### src/rtl/rf_pkg.sv
// Shared types and constants for the register-file read-port arbiter.
// Imported by the picker, the arbiter top and its bench.
package rf_pkg;

   localparam int REG_ADDR_W = 5;
   localparam int XLEN       = 32;
   localparam int NUM_REGS   = 32;

   typedef enum logic {
      ARB    = 1'b0,
      LOCKED = 1'b1
   } rf_arb_state_t;

endpackage

### src/rtl/rr_priority_picker.sv
// Round-robin picker: rotate the valid vector to start at ptr,
// find the first set bit, then map it back to a requester index.
module rr_priority_picker #(
   parameter int N_REQ = 4,
   parameter int PW    = (N_REQ > 1) ? $clog2(N_REQ) : 1
) (
   input  logic [N_REQ-1:0] valid,
   input  logic [PW-1:0]    ptr,
   output logic [N_REQ-1:0] grant,
   output logic [PW-1:0]    index
);

   logic [N_REQ-1:0] rot;
   logic             hit;
   int               off;

   always_comb begin
      rot = '0;
      for (int k = 0; k < N_REQ; k++) begin
         rot[k] = valid[PW'((int'(ptr) + k) % N_REQ)];
      end
      hit = 1'b0;
      off = 0;
      for (int k = 0; k < N_REQ; k++) begin
         if (!hit && rot[k]) begin
            hit = 1'b1;
            off = k;
         end
      end
      index = PW'((int'(ptr) + off) % N_REQ);
      grant = '0;
      if (hit) grant[index] = 1'b1;
   end

endmodule

### src/rtl/regfile_read_arbiter.sv
// Shares the single register-file read port among N_REQ requesters
// with round-robin priority and an optional bounded lock.
module regfile_read_arbiter
   import rf_pkg::*;
#(
   parameter int N_REQ     = 4,
   parameter int MAX_BURST = 4
) (
   input  logic                        clock,
   input  logic                        reset,
   input  logic [N_REQ-1:0]            req_valid,
   input  logic [REG_ADDR_W*N_REQ-1:0] req_addr,
   input  logic [N_REQ-1:0]            req_lock,
   output logic [N_REQ-1:0]            req_ready,
   input  logic                        port_busy,
   output logic [REG_ADDR_W-1:0]       rf_sel,
   input  logic [XLEN-1:0]             rf_data,
   output logic [N_REQ-1:0]            resp_valid,
   output logic [XLEN-1:0]             resp_data
);

   localparam int PW = (N_REQ > 1) ? $clog2(N_REQ) : 1;

   rf_arb_state_t    state;
   logic [PW-1:0]    rr_ptr;
   logic [PW-1:0]    owner;
   logic [PW-1:0]    win_idx;
   logic [3:0]       burst_cnt;
   logic [N_REQ-1:0] pick_grant;
   logic [N_REQ-1:0] grant;

   function automatic logic [PW-1:0] nxt(input logic [PW-1:0] i);
      return (i == PW'(N_REQ - 1)) ? '0 : i + 1'b1;
   endfunction

   rr_priority_picker #(
      .N_REQ(N_REQ),
      .PW   (PW)
   ) u_pick (
      .valid(req_valid),
      .ptr  (rr_ptr),
      .grant(pick_grant),
      .index(win_idx)
   );

   // A locked owner that drops valid gets nothing and nobody else
   // is served that cycle; arbitration resumes next cycle.
   always_comb begin
      grant = '0;
      if (!reset && !port_busy) begin
         if (state == LOCKED) begin
            if (req_valid[owner]) grant[owner] = 1'b1;
         end else begin
            grant = pick_grant;
         end
      end
   end

   always_comb begin
      rf_sel = '0;
      for (int i = 0; i < N_REQ; i++) begin
         if (grant[i]) rf_sel = req_addr[i*REG_ADDR_W +: REG_ADDR_W];
      end
   end

   assign req_ready = grant;

   always_ff @(posedge clock) begin
      if (reset) begin
         state      <= ARB;
         rr_ptr     <= '0;
         owner      <= '0;
         burst_cnt  <= '0;
         resp_valid <= '0;
         resp_data  <= '0;
      end else begin
         resp_valid <= grant;
         if (|grant) resp_data <= rf_data;
         if (!port_busy) begin
            unique case (state)
               ARB: begin
                  if (|pick_grant) begin
                     rr_ptr <= nxt(win_idx);
                     if (req_lock[win_idx] && MAX_BURST > 1) begin
                        state     <= LOCKED;
                        owner     <= win_idx;
                        burst_cnt <= 4'd1;
                     end
                  end
               end
               LOCKED: begin
                  if (!req_valid[owner] || !req_lock[owner] ||
                      burst_cnt == 4'(MAX_BURST - 1)) begin
                     state     <= ARB;
                     burst_cnt <= '0;
                     rr_ptr    <= nxt(owner);
                  end else begin
                     burst_cnt <= burst_cnt + 4'd1;
                  end
               end
               default: state <= ARB;
            endcase
         end
      end
   end

endmodule

### config.mk
export PLATFORM = sky130hd
export DESIGN_NAME = regfile_read_arbiter
export DESIGN_NICKNAME = d
export VERILOG_FILES = /design/src/rtl/rf_pkg.sv /design/src/rtl/rr_priority_picker.sv /design/src/rtl/regfile_read_arbiter.sv
export SDC_FILE = /design/constraint.sdc
export NUM_CORES = 1
export LEC_CHECK = 0
export ABC_CLOCK_PERIOD_IN_PS = 9100
export CAP_MARGIN = 40
export CORE_ASPECT_RATIO = 0.5
export CORE_UTILIZATION = 34
export CTS_BUF_LIST = sky130_fd_sc_hd__clkbuf_4
export CTS_CLUSTER_DIAMETER = 60
export CTS_CLUSTER_SIZE = 25
export DETAILED_ROUTE_END_ITERATION = 6
export PLACE_DENSITY = 0.69
export SYNTH_ARGS = -nofsm -noshare
export SYNTH_HDL_FRONTEND = slang
export SYNTH_SLANG_ARGS = --single-unit
### constraint.sdc
create_clock -name clock -period 9.1 [get_ports clock]
set_input_delay 2.275 -clock clock [delete_from_list [all_inputs] [get_ports clock]]
set_output_delay 2.275 -clock clock [all_outputs]
set_load 0.005 [all_outputs]
Yosys cells after proc, flatten, opt, wreduce, memory -nomap -nowiden
Cells that the tools add are included.
W data, S select, Z words.

storage, ports and cells
  flip-flop bits (word level) = 45
  input port bits = 63
  output and inout port bits = 45
  logic and storage cells = 99

operators by class
  $add $sub $neg = 7
  order comparisons = 8
  equality and inequality tests = 6
  multiplexer cells = 50
  bitwise gates (word level) = 2
  reduce and logical (&&, ||, !) cells = 20

operators by type and width
  cell                   count
  $mux W4                7
  $mux W1                21
  $mux W5                4
  $lt A2 B4 Y1 const B   4
  $bmux W1 S2            7
  $mux W2                6
  $pmux W4 S2            1
  $reduce_or A4 Y1       2
  $logic_not A1 Y1       7
  $add A2 B1 Y2 const B  3
  $logic_and A1 B1 Y1    6
  $lt A2 B3 Y1 const B   2
  $reduce_and A3 Y1      2
  $add A2 B2 Y2 const B  2
  $add A4 B1 Y4 const B  1
  $demux W1 S2           2
  $eq A2 B2 Y1 const B   2
  $eq A4 B2 Y1 const B   1
  $ge A2 B1 Y1 const B   2
  $ne A2 B2 Y1 const B   2
  $pmux W2 S2            1
  $reduce_and A4 Y1      1
  $add A2 B2 Y2          1
  $logic_or A1 B1 Y1     2
  3 further kinds        4

Longest topological paths before layout
Gate-level depths: netlist of run 1.

  word-level depth = 25
  mapped depth = 16
  gate-level depth less buffers = 14

Hierarchy
A second synthesis of run 1 with hierarchy kept.

second synthesis, totals
  cells, all modules = 300
  area, all modules = 2468.6 um^2

modules (own cells, without submodules)
  module                times used  cells each  area each (um^2)  sequential area each (um^2)
  regfile_read_arbiter  1           261         2197.1            900.9
  rr_priority_picker    1           39          271.5             0.0

Worst setup path before layout of run 1
OpenSTA, ideal clock, no wires.

  kind = input-to-output
  start point = input req_valid[0]
  end point = output rf_sel[0]
  arrival = 4886 ps
  data required time = 6825 ps
  setup slack = 1939 ps
  stages = 12
  path buffers = 1
  cell sequence = buf_6 or4_1 o211ai_1 ha_1 xnor2_1 xnor2_1 ha_1 nor3b_1 o21a_1 nor3b_1 a221oi_1 nor2_1

between the ends
  word-level cells in the longest chain between the ends = 25
  elaborated cells on any way between the ends = 41
  those cells by class = 1 x add/sub; 2 x order compare; 31 x mux; 7 x reduce/logical

ends and longest elaborated chain
  element                                     line                        RTL
  start: declaration                          regfile_read_arbiter.sv:11  input logic [N_REQ-1:0] req_valid,
  $bmux W1 S2                                 rr_priority_picker.sv:20    rot[k] = valid[PW'((int'(ptr) + k) % N_REQ)];
  $mux W1 (implied by the code) (2 in a row)  rr_priority_picker.sv:20
  $mux W1                                     rr_priority_picker.sv:25    if (!hit && rot[k]) begin
  $logic_not A1 Y1                            rr_priority_picker.sv:25
  $logic_and A1 B1 Y1                         rr_priority_picker.sv:25
  $mux W1                                     rr_priority_picker.sv:25
  $logic_not A1 Y1                            rr_priority_picker.sv:25
  $logic_and A1 B1 Y1                         rr_priority_picker.sv:25
  [6 not listed]                              -
  $logic_and A1 B1 Y1 (implied by the code)   rr_priority_picker.sv:32    if (hit) grant[index] = 1'b1;
  $mux W1 (implied by the code)               rr_priority_picker.sv:32
  $demux W1 S2                                -
  $mux W4                                     rr_priority_picker.sv:32
  $mux W4 *                                   regfile_read_arbiter.sv:51  if (state == LOCKED) begin
  $mux W4 *                                   regfile_read_arbiter.sv:50  if (!reset && !port_busy) begin
  net req_ready[0]                            regfile_read_arbiter.sv:14  output logic [N_REQ-1:0] req_ready,
  $mux W5 * (4 in a row)                      regfile_read_arbiter.sv:62  if (grant[i]) rf_sel = req_addr[i*REG_ADDR_W +: REG_ADDR_W];
  end: declaration                            regfile_read_arbiter.sv:16  output logic [REG_ADDR_W-1:0] rf_sel,

The timed path passes the listed nets; every way through them passes the cells marked *. The select of a mux whose other input is x is not followed.

Worst setup path after layout of run 1
  start point = input req_valid[0]
  end point = output rf_sel[0]

between the ends
  word-level cells in the longest chain between the ends = 25
  elaborated cells on any way between the ends = 41
  those cells by class = 1 x add/sub; 2 x order compare; 31 x mux; 7 x reduce/logical

ends and longest elaborated chain
  element                                     line
  $bmux W1 S2                                 rr_priority_picker.sv:20
  $mux W1 (implied by the code) (2 in a row)  rr_priority_picker.sv:20
  $mux W1                                     rr_priority_picker.sv:25
  $logic_not A1 Y1                            rr_priority_picker.sv:25
  $logic_and A1 B1 Y1                         rr_priority_picker.sv:25
  $mux W1                                     rr_priority_picker.sv:25
  $logic_not A1 Y1                            rr_priority_picker.sv:25
  $logic_and A1 B1 Y1                         rr_priority_picker.sv:25
  [6 not listed]                              -
  $logic_and A1 B1 Y1 (implied by the code)   rr_priority_picker.sv:32
  $mux W1 (implied by the code)               rr_priority_picker.sv:32
  $demux W1 S2                                -
  $mux W4                                     rr_priority_picker.sv:32
  $mux W4 *                                   regfile_read_arbiter.sv:51
  $mux W4 *                                   regfile_read_arbiter.sv:50
  $mux W5 (3 in a row)                        regfile_read_arbiter.sv:62
  $mux W5 *                                   regfile_read_arbiter.sv:62

Mark *: on every way between the ends. The rest lies on a longest branch, timed or not. The select of a mux whose other input is x is not followed.

==> results of run 1 <==
power breakdown:
group | switching, mW | internal (mW)
combinational | 0.262 | 0.277
sequential | 0.0485 | 0.258
clock | 0.0644 | 0.0616
total | 0.375 | 0.597
cells by family (layout without fill, tap and decap cells):
kind of cell,Yosys count,in the layout,share of synthesized area [%]
adder cells (fa/ha/maj),10,10,5.15
multiplexers,9,9,4.79
XOR/XNOR,3,3,1.08
buffers and inverters,32,132,6.69
AND/OR/NAND/NOR,124,124,25.9
AO/OA/AOI/OAI,75,75,19.3
flip-flops,45,45,37.1
state kept, by name, summed over array words and instances (netlist names):
register / cells
resp_valid: 4
burst_cnt: 4
resp_data: 32
state: 1
rr_ptr: 2
owner: 2
critical path, cell delays in order:
cell	delay, ns
clkdlybuf4s50_1	0.68
nor3_1	0.09
a311oi_1	0.26
o211ai_1	0.12
ha_1	0.23
xnor2_1	0.37
xnor2_1	0.24
ha_1	0.19
nor3b_1	0.24
o21a_1	0.26
nor3b_1	0.55
a221oi_1	0.17
nor2_1	0.14
clkdlybuf4s50_1	0.51
metal layers:
| metal | share of wire, % | GRT usage (%) | vias up |
|---|---|---|---|
| met5 | 0 | 0 | - |
| met4 | 1.1 | 5.47 | 0 |
| met3 | 3.1 | 3.19 | 8 |
| met2 | 52 | 33.6 | 43 |
| met1 | 44 | 19.8 | 1126 |
| li1 | - | - | 1235 |
final cells by class:
cell class / instances / area (um^2)
sequential: 45 / 901
timing repair buffer: 110 / 1100
clock inverter: 2 / 38.8
clock buffer: 6 / 45.0
fill: 648 / 3180
inverter: 14 / 52.6
multi-input combinational: 221 / 1370
tap: 92 / 115
final timing paths:
| path | to | from | cells past startpoint | slack, ns |
|---|---|---|---|---|
| max | rf_sel[0] | req_valid[0] | 14 | 0.51 |
| min | resp_data[17]$_SDFFE_PP0P_ | resp_data[17]$_SDFFE_PP0P_ | 2 | 0.46 |
| max reg2reg | resp_data[26]$_SDFFE_PP0P_ | rr_ptr[0]$_SDFFE_PP0P_ | 14 | 5.07 |
| min reg2reg | resp_data[17]$_SDFFE_PP0P_ | resp_data[17]$_SDFFE_PP0P_ | 2 | 0.46 |
Yosys cell counts (2+ instances only):
library cell	number
dfxtp_1	45
nand2_1	44
a21oi_1	37
nand2_2	24
nor2_1	22
inv_1	14
ha_1	10
clkbuf_1	9
nor3_1	8
nor3b_1	7
o21a_1	7
o22ai_1	7
mux2i_1	6
nand3_1	6
a221oi_1	5
buf_6	5
and3_1	4
buf_2	4
o21ai_0	4
a211oi_1	3
a32oi_1	2
mux4_2	2
nand2b_1	2
o211ai_1	2
o32ai_1	2
or3_1	2
xnor2_1	2
per-stage QoR:
step                      setup slack, ns  std cells  util (%)  power (mW)
after global routing               0.0694        490      53.3        1.06
after floorplan                      1.94        298         -       0.636
after CTS                           0.493        490      53.3       0.987
after detailed placement            0.528        482      52.1       0.854
final                               0.507        490      53.3       0.972
after global placement              0.688        481      51.8       0.829
==> out/metrics.yaml, run 1 <==
sta:
  hold_viol_final: 0
  hold_slack_ns: 0.464
  min_period_ns: 8.59
  tightest_slew_ns: 0.699
  setup-violations-final: 0
  fmax_mhz: 116
  rsz0062_at_grt: "false"
  clock_skew_ns: 0.00702
  slew_headroom_pct: 53.4
  slew_violations: 0
  tns_ns: 0
  final.period_utilization_pct: 94.4
synth:
  ys.flop_type: "dfxtp_1"
  syn_area_um2: 2430
  syn_inst: 298
  synth-edff-count: 0
  synth_warnings: 0
  syn-mean-instance-area_um2: 8.15
  ys_ff_latch: 45
  synth.area.top_cells: "dfxtp_1 (37%), a21oi_1 (7.6%), nand2_1 (6.8%), nand2_2 (6.2%), ha_1 (5.1%)"
  syn-num-nets: 371
  yosysSeqAreaShare_pct: 37.1
  synthDistinctLibCells: 40
  async_flop_share_pct: 0
  synth_area_leader_cell: "dfxtp_1"
  yosysTopAreaCellShare_pct: 37.1
floorplan:
  initial_core_util_pct: 35.7
  die_h_um: 61.8
  die_w_um: 122
  die_area_um2: 7510
  core_um2: 6810
  io_pins: 108
  rows: 21
placed_design:
  dp_hpwl_um: 4850
  dpl_cell_area_um2: 3540
  io_buffer_count: 107
  gp_congestion: 0.783
power_and_ir_drop:
  p_leak_nw: 1.34
  peakVddDrop_mv: 0.122
  powerDensity_nw_per_um2: 268
clocking:
  clk_pin_slew_ns: 0.13
  post_cts_buffers: 0
  cts_resized: 0
  root_buffer: "clkbuf_4"
  cts_hold_buf: 0
  clock_latency_ns: 0.34
  cts_sinks: 45
  cts_buffers: 5
  htreeDepth: 2
  cts_buffer_depth: 2
  cts_tree: "done"
global_route:
  antenna_found_initial: 0
  grt.overflow.total: 0
  grt_pass1_wl_um: 10200
  grt_usage_pct: 17.2
  grt_pass1_vias: 2280
  grt_max_degree: 40
cells_and_area:
  drive_gt1_share_pct: 10.6
  layout_commonest_cell: "clkdlybuf4s50_1"
  fin_nets: 470
  n_antenna_cell: 0
  final_cell_mix: "clkdlybuf4s50_1 (107), dfxtp_1 (45), nand2_1 (44)"
  areaGrowthSynthToFinish_pct: 49.2
  design_area_um2: 3630
critical_path:
  arrival_ns: 6.32
  criticalPathCategory: "primary input to output pin"
  critPathLaunchType: "primary input"
  worstPathRequired_ns: 6.83
  path_max_fanout: 10
  end_kind: "output pin"
detailed_routing:
  drc: 0
  wl_per_cell_um: 13.2
  dr.pass1.iters: 4
  vias: 2412
  wl_um: 6450
  ant_nets: 0
  drtIter0Drc: 72
  viasPerCell: 4.92
min_path:
  min_path_type: "flop to flop"
job:
  max_cap_violations: 0
run_status:
  status: "completed"
No activity file was read; power rests on OpenSTA's default activity.
==> run 2, diff against run 1 <==
--- a/config.mk
+++ b/config.mk
@@ -13,7 +13,9 @@
 export CTS_CLUSTER_DIAMETER = 60
 export CTS_CLUSTER_SIZE = 25
 export DETAILED_ROUTE_END_ITERATION = 6
+export GPL_TIMING_DRIVEN = 0
 export PLACE_DENSITY = 0.69
+export SKIP_LAST_GASP = 1
 export SYNTH_ARGS = -nofsm -noshare
 export SYNTH_HDL_FRONTEND = slang
 export SYNTH_SLANG_ARGS = --single-unit
==> out/metrics.yaml, run 2 (synthesis results as in run 1) <==
floorplan:
  die_h_um: 61.8  # unchanged
  die_w_um: 122  # unchanged
  io_pins: 108  # unchanged
  rows: 21  # unchanged
  initial_core_util_pct: 35.7  # unchanged
  core_um2: 6810  # unchanged
  die_area_um2: 7510  # unchanged
critical_path:
  cp_cell_sequence: "clkdlybuf4s50_1 > inv_1 > a311oi_1 > o211ai_1 > ha_1 > xnor2_1 > xnor2_1 > ha_1 > nor3b_1 > o21a_1 > nor3b_1 > a221oi_1 > nor2_1 > clkdlybuf4s50_1"
  worstPathRequired_ns: 6.83  # about the same
  arrival_ns: 6.48  # +0.16 ns
  r2r_start: "rr_ptr[0]$_SDFFE_PP0P_"
  cp_slowest_cell: "clkdlybuf4s50_1"
  r2r_cells: 16  # +2
  critPathLaunchType: "primary input"
  criticalPathCategory: "primary input to output pin"
  cp_top_family: "buffers and inverters"
  reg2reg_setup_slack_ns: 5.00  # -0.07 ns
  end_kind: "output pin"
  path_max_fanout: 7  # -3
  critical-path-max-stage-delay_ns: 0.63  # -0.05 ns
  path_buf_inv: 3  # +1
  reg2reg_to: "resp_data[2]$_SDFFE_PP0P_"
sta:
  setup-violations-final: 0  # unchanged
  hold_viol_final: 0  # unchanged
  final.period_utilization_pct: 96.2  # +1.8 points
  rsz0062_at_grt: "false"
  tns_ns: 0  # unchanged
  fmax_mhz: 114  # -1.9%
  slew_violations: 0  # unchanged
  slew_headroom_pct: 52.4  # -0.96 points
  clock_skew_ns: 0.00664  # -0.000389 ns
  min_period_ns: 8.75  # +0.162 ns
  tightest_slew_ns: 0.713  # +0.0144 ns
detailed_routing:
  drc: 0  # unchanged
  dr.pass1.iters: 5  # +1
  ant_nets: 0  # unchanged
  viasPerCell: 5.00  # +1.6%
  drtIter0Drc: 125  # +74%
  wl_per_cell_um: 13.4  # +1.6%
  vias: 2511  # +4.1%
  wl_um: 6710  # +4.1%
power_and_ir_drop:
  peakVddDrop_mv: 0.0986  # -19%
  finalPower_uw: 968  # -0.47%
  powerDensity_nw_per_um2: 266  # -0.88%
  p_leak_nw: 1.35  # +0.68%
clocking:
  post_cts_buffers: 0  # unchanged
  clock_latency_ns: 0.34  # about the same
  cts_sinks: 45  # unchanged
  cts_hold_buf: 0  # unchanged
  cts_resized: 0  # unchanged
  cts_buffers: 5  # unchanged
  clk_pin_slew_ns: 0.14  # about the same
  cts_buffer_depth: 2  # unchanged
  htreeDepth: 2  # unchanged
  cts_tree: "done"
  root_buffer: "clkbuf_4"
global_route:
  grt_pass1_vias: 2303  # +1.0%
  grt.overflow.total: 0  # unchanged
  grt_max_degree: 15  # -63%
  grt_usage_pct: 18.1  # +0.87 points
  grt_pass1_wl_um: 10600  # +3.7%
  antenna_found_initial: 0  # unchanged
cells_and_area:
  n_antenna_cell: 0  # unchanged
  top_register: "resp_data"
  drive_gt1_share_pct: 11.5  # +0.91 points
  finalNonFillerCells: 502  # +2.4%
  final_cell_mix: "clkdlybuf4s50_1 (104), dfxtp_1 (45), nand2_1 (44)"
  fin_nets: 482  # +2.6%
  top_regs: "resp_data: 32 flops, burst_cnt: 4 flops, resp_valid: 4 flops"
  largest_reg_flops: 32  # unchanged
  areaGrowthSynthToFinish_pct: 49.8
  layout_commonest_cell: "clkdlybuf4s50_1"
placed_design:
  dp_cells: 494  # +2.5%
  io_buffer_count: 104  # -2.8%
  dp_hpwl_um: 5240  # +7.8%
  gp_congestion: 0.830  # +6.0%
min_path:
  hold_start: "resp_data[31]$_SDFFE_PP0P_"
  holdPathStages: 2  # unchanged
  min_path_type: "flop to flop"
  holdPathEnd: "resp_data[31]$_SDFFE_PP0P_"
job:
  max_cap_violations: 0  # unchanged
run_status:
  status: "completed"
[run 2: routing by layer]
layer  track usage, %  wire (um)  up-vias
met5                0          0        -
met4             4.23         55        0
met3             3.47        257       10
met2             35.7       3520       67
met1             21.0       2880     1178
li1                 -          -     1256
[run 2: worst max path at each step]
stage / start / end / slack, ns / cells after the start
3_3_place_gp: req_valid[3] / rf_sel[0] / 0.58 / 14
2_1_floorplan: req_valid[0] / rf_sel[0] / 1.94 / 12
5_1_grt: req_valid[1] / rf_sel[0] / 0.01 / 15
6_report: req_valid[1] / rf_sel[0] / 0.35 / 14
3_5_place_dp: req_valid[1] / rf_sel[0] / 0.43 / 14
4_1_cts: req_valid[1] / rf_sel[0] / 0.39 / 14
[run 2: power by group]
| part | switching (mW) | internal (mW) |
|---|---|---|
| clock | 0.0641 | 0.0294 |
| sequential | 0.0375 | 0.258 |
| combinational | 0.285 | 0.294 |
| total | 0.386 | 0.581 |
[run 2: worst reg2reg max path, stage by stage (launching register included)]
cell	delay, ns
dfxtp_1	0.39
clkbuf_1	0.32
nor3_1	0.11
a311oi_1	0.32
o211ai_1	0.13
ha_1	0.22
xnor2_1	0.36
xnor2_1	0.27
inv_1	0.12
ha_1	0.21
nor3b_1	0.16
o41a_1	0.57
or3_1	0.34
buf_2	0.16
buf_6	0.15
nand2_1	0.07
a21oi_1	0.06
[run 2: cell type report]
type | count | area, um^2
Tap cell | 92 | 115
Sequential cell | 45 | 901
Fill cell | 611 | 3160
Buffer | 18 | 110
Timing Repair Buffer | 104 | 1040
Clock buffer | 5 | 37.5
Inverter | 14 | 52.6
Multi-Input combinational cell | 221 | 1370
Clock inverter | 3 | 17.5
[run 2: per-stage QoR]
| stage | hold WS, ns | area [um^2] | setup slack, ns | utilization, % |
|---|---|---|---|---|
| after detailed placement | 0.448 | 3590 | 0.427 | 52.7 |
| after global placement | 0.442 | 3590 | 0.577 | 52.7 |
| after floorplan | 0.453 | 2430 | 1.94 | - |
| after global routing | 0.487 | 3640 | 0.0120 | 53.5 |
| final | 0.464 | 3640 | 0.345 | 53.5 |
| after CTS | 0.467 | 3640 | 0.387 | 53.5 |
==> run 3, diff against run 2 <==
--- a/config.mk
+++ b/config.mk
@@ -7,7 +7,7 @@
 export LEC_CHECK = 0
 export ABC_CLOCK_PERIOD_IN_PS = 9100
 export CAP_MARGIN = 40
-export CORE_ASPECT_RATIO = 0.5
+export CORE_ASPECT_RATIO = 1.5
 export CORE_UTILIZATION = 34
 export CTS_BUF_LIST = sky130_fd_sc_hd__clkbuf_4
 export CTS_CLUSTER_DIAMETER = 60
==> out/metrics.yaml, run 3 (synthesis results as in run 1) <==
run_status:
  status: "complete, but fails checks"
  violations: "DRC"
cells_and_area:
  largest_reg_flops: 32  # unchanged
  top_register: "resp_data"
  final_cell_mix: "clkdlybuf4s50_1 (104), dfxtp_1 (45), nand2_1 (44)"
  n_antenna_cell: 0  # unchanged
  fin_nets: 482  # unchanged
  areaGrowthSynthToFinish_pct: 49.1
  fill_cells: 683  # +12%
  layout_commonest_cell: "clkdlybuf4s50_1"
  post-route-util_pct: 52.5  # -0.97 points
  top_regs: "resp_data: 32 flops, burst_cnt: 4 flops, resp_valid: 4 flops"
  drive_gt1_share_pct: 11.5  # unchanged
clocking:
  post_cts_buffers: 0  # unchanged
  clk_pin_slew_ns: 0.13  # about the same
  cts_buffers: 5  # unchanged
  cts_tree: "done"
  cts_hold_buf: 0  # unchanged
  root_buffer: "clkbuf_4"
  clock_latency_ns: 0.35  # about the same
  htreeDepth: 2  # unchanged
  cts_resized: 0  # unchanged
  cts_sinks: 45  # unchanged
  cts_buffer_depth: 2  # unchanged
sta:
  fmax_mhz: 116  # +1.6%
  tightest_slew_ns: 0.749  # +0.0361 ns
  slew_violations: 0  # unchanged
  min_period_ns: 8.62  # -0.136 ns
  setup-violations-final: 0  # unchanged
  final.period_utilization_pct: 94.7  # -1.5 points
  tns_ns: 0  # unchanged
  hold_slack_ns: 0.463  # -0.00101 ns
  slew_headroom_pct: 50.0  # -2.4 points
  hold_viol_final: 0  # unchanged
  rsz0062_at_grt: "false"
  clock_skew_ns: 0.00848  # +0.00184 ns
global_route:
  grt.met1_usage_pct: 18.8  # -2.2 points
  busiest_layer: "met2"
  antenna_found_initial: 0  # unchanged
  grt_max_degree: 15  # unchanged
  grt_usage_pct: 16.9  # -1.2 points
  met2_usage_pct: 31.9  # -3.8 points
  grt_pass1_vias: 2356  # +2.3%
  grt_use_met3_pct: 2.87  # -0.60 points
  grt_pass1_wl_um: 10400  # -2.3%
  grt.overflow.total: 0  # unchanged
floorplan:
  core_um2: 6900  # +1.4%
  die_w_um: 71.0  # -42%
  io_pins: 108  # unchanged
  rows: 37  # +76%
  initial_core_util_pct: 35.2  # -0.48 points
  die_h_um: 106  # +71%
  die_area_um2: 7500  # -0.18%
critical_path:
  reg2reg_setup_slack_ns: 5.10  # +0.10 ns
  arrival_ns: 6.34  # -0.14 ns
  path_max_fanout: 6  # -1
  cp_slowest_cell: "clkdlybuf4s50_1"
  cp_cell_sequence: "clkdlybuf4s50_1 > inv_1 > o311a_1 > o211ai_1 > ha_1 > xnor2_1 > xnor2_1 > ha_1 > nor3b_1 > o21a_1 > nor3b_1 > a221oi_1 > nor2_1 > clkdlybuf4s50_1"
  criticalPathCategory: "primary input to output pin"
  reg2reg_to: "resp_data[3]$_SDFFE_PP0P_"
  critical-path-max-stage-delay_ns: 0.61  # -0.02 ns
  cp_top_family: "buffers and inverters"
  critPathLaunchType: "primary input"
  path_buf_inv: 3  # unchanged
  end_kind: "output pin"
  r2r_cells: 16  # unchanged
  worstPathRequired_ns: 6.83  # about the same
  startpoint: "req_valid[3]"
  r2r_start: "rr_ptr[0]$_SDFFE_PP0P_"
detailed_routing:
  drtIter0Drc: 77  # -38%
  vias: 2462  # -2.0%
  wl_per_cell_um: 12.9  # -3.6%
  dr.pass1.iters: 6  # +1
  viasPerCell: 5.05  # +0.86%
  drc: 10  # +10
  wl_um: 6290  # -6.3%
  ant_nets: 0  # unchanged
min_path:
  holdPathStages: 2  # unchanged
  min_path_type: "flop to flop"
  hold_start: "resp_data[13]$_SDFFE_PP0P_"
  holdPathEnd: "resp_data[13]$_SDFFE_PP0P_"
power_and_ir_drop:
  powerDensity_nw_per_um2: 264  # -0.73%
  p_leak_nw: 1.35  # unchanged
  finalPower_uw: 956  # -1.2%
  peakVddDrop_mv: 0.126  # +28%
job:
  max_cap_violations: 0  # unchanged
placed_design:
  io_buffer_count: 104  # unchanged
  gp_congestion: 0.793  # -4.4%
  dp_hpwl_um: 4930  # -5.9%
run 3: worst max path at each step:
stage | end | slack (ns) | depth (start not counted)
6_report | rf_sel[4] | 0.48 | 14
5_1_grt | rf_sel[4] | 0.07 | 15
4_1_cts | rf_sel[4] | 0.43 | 14
3_5_place_dp | rf_sel[4] | 0.45 | 14
3_3_place_gp | rf_sel[3] | 0.49 | 14
2_1_floorplan | rf_sel[0] | 1.94 | 12
run 3: where the power goes:
group	switching [mW]	internal, mW	total, mW
Combinational	0.275	0.293	0.568
Sequential	0.0364	0.258	0.294
Clock	0.0645	0.0294	0.0939
Total	0.376	0.580	0.956
run 3: layout make-up:
type / count / area, um^2 / share of cell area [%]
Multi-Input combinational cell: 221 / 1370 / 37.7
Timing Repair Buffer: 104 / 1040 / 28.7
Sequential cell: 45 / 901 / 24.9
Buffer: 18 / 110 / 3.04
Tap cell: 78 / 97.6 / 2.69
Inverter: 14 / 52.6 / 1.45
Clock buffer: 5 / 37.5 / 1.04
Clock inverter: 3 / 17.5 / 0.483
run 3: stage by stage:
stage | setup slack, ns | instance area, um^2 | std cells
after CTS | 0.429 | 3620 | 488
after global placement | 0.487 | 3570 | 480
after detailed placement | 0.449 | 3570 | 480
final | 0.481 | 3620 | 488
after floorplan | 1.94 | 2430 | 298
after global routing | 0.0683 | 3620 | 488
run 3: tightest hold or removal path, cell delays in order, from the launching register on:
cell	delay [ns]
dfxtp_1	0.33
nand2_1	0.05
a21oi_1	0.05
run 3: routing by layer:
layer / up-vias / wire length, um
li1: 1254 / -
met1: 1132 / 2590
met2: 68 / 3330
met3: 8 / 280
met4: 0 / 91
met5: - / 0
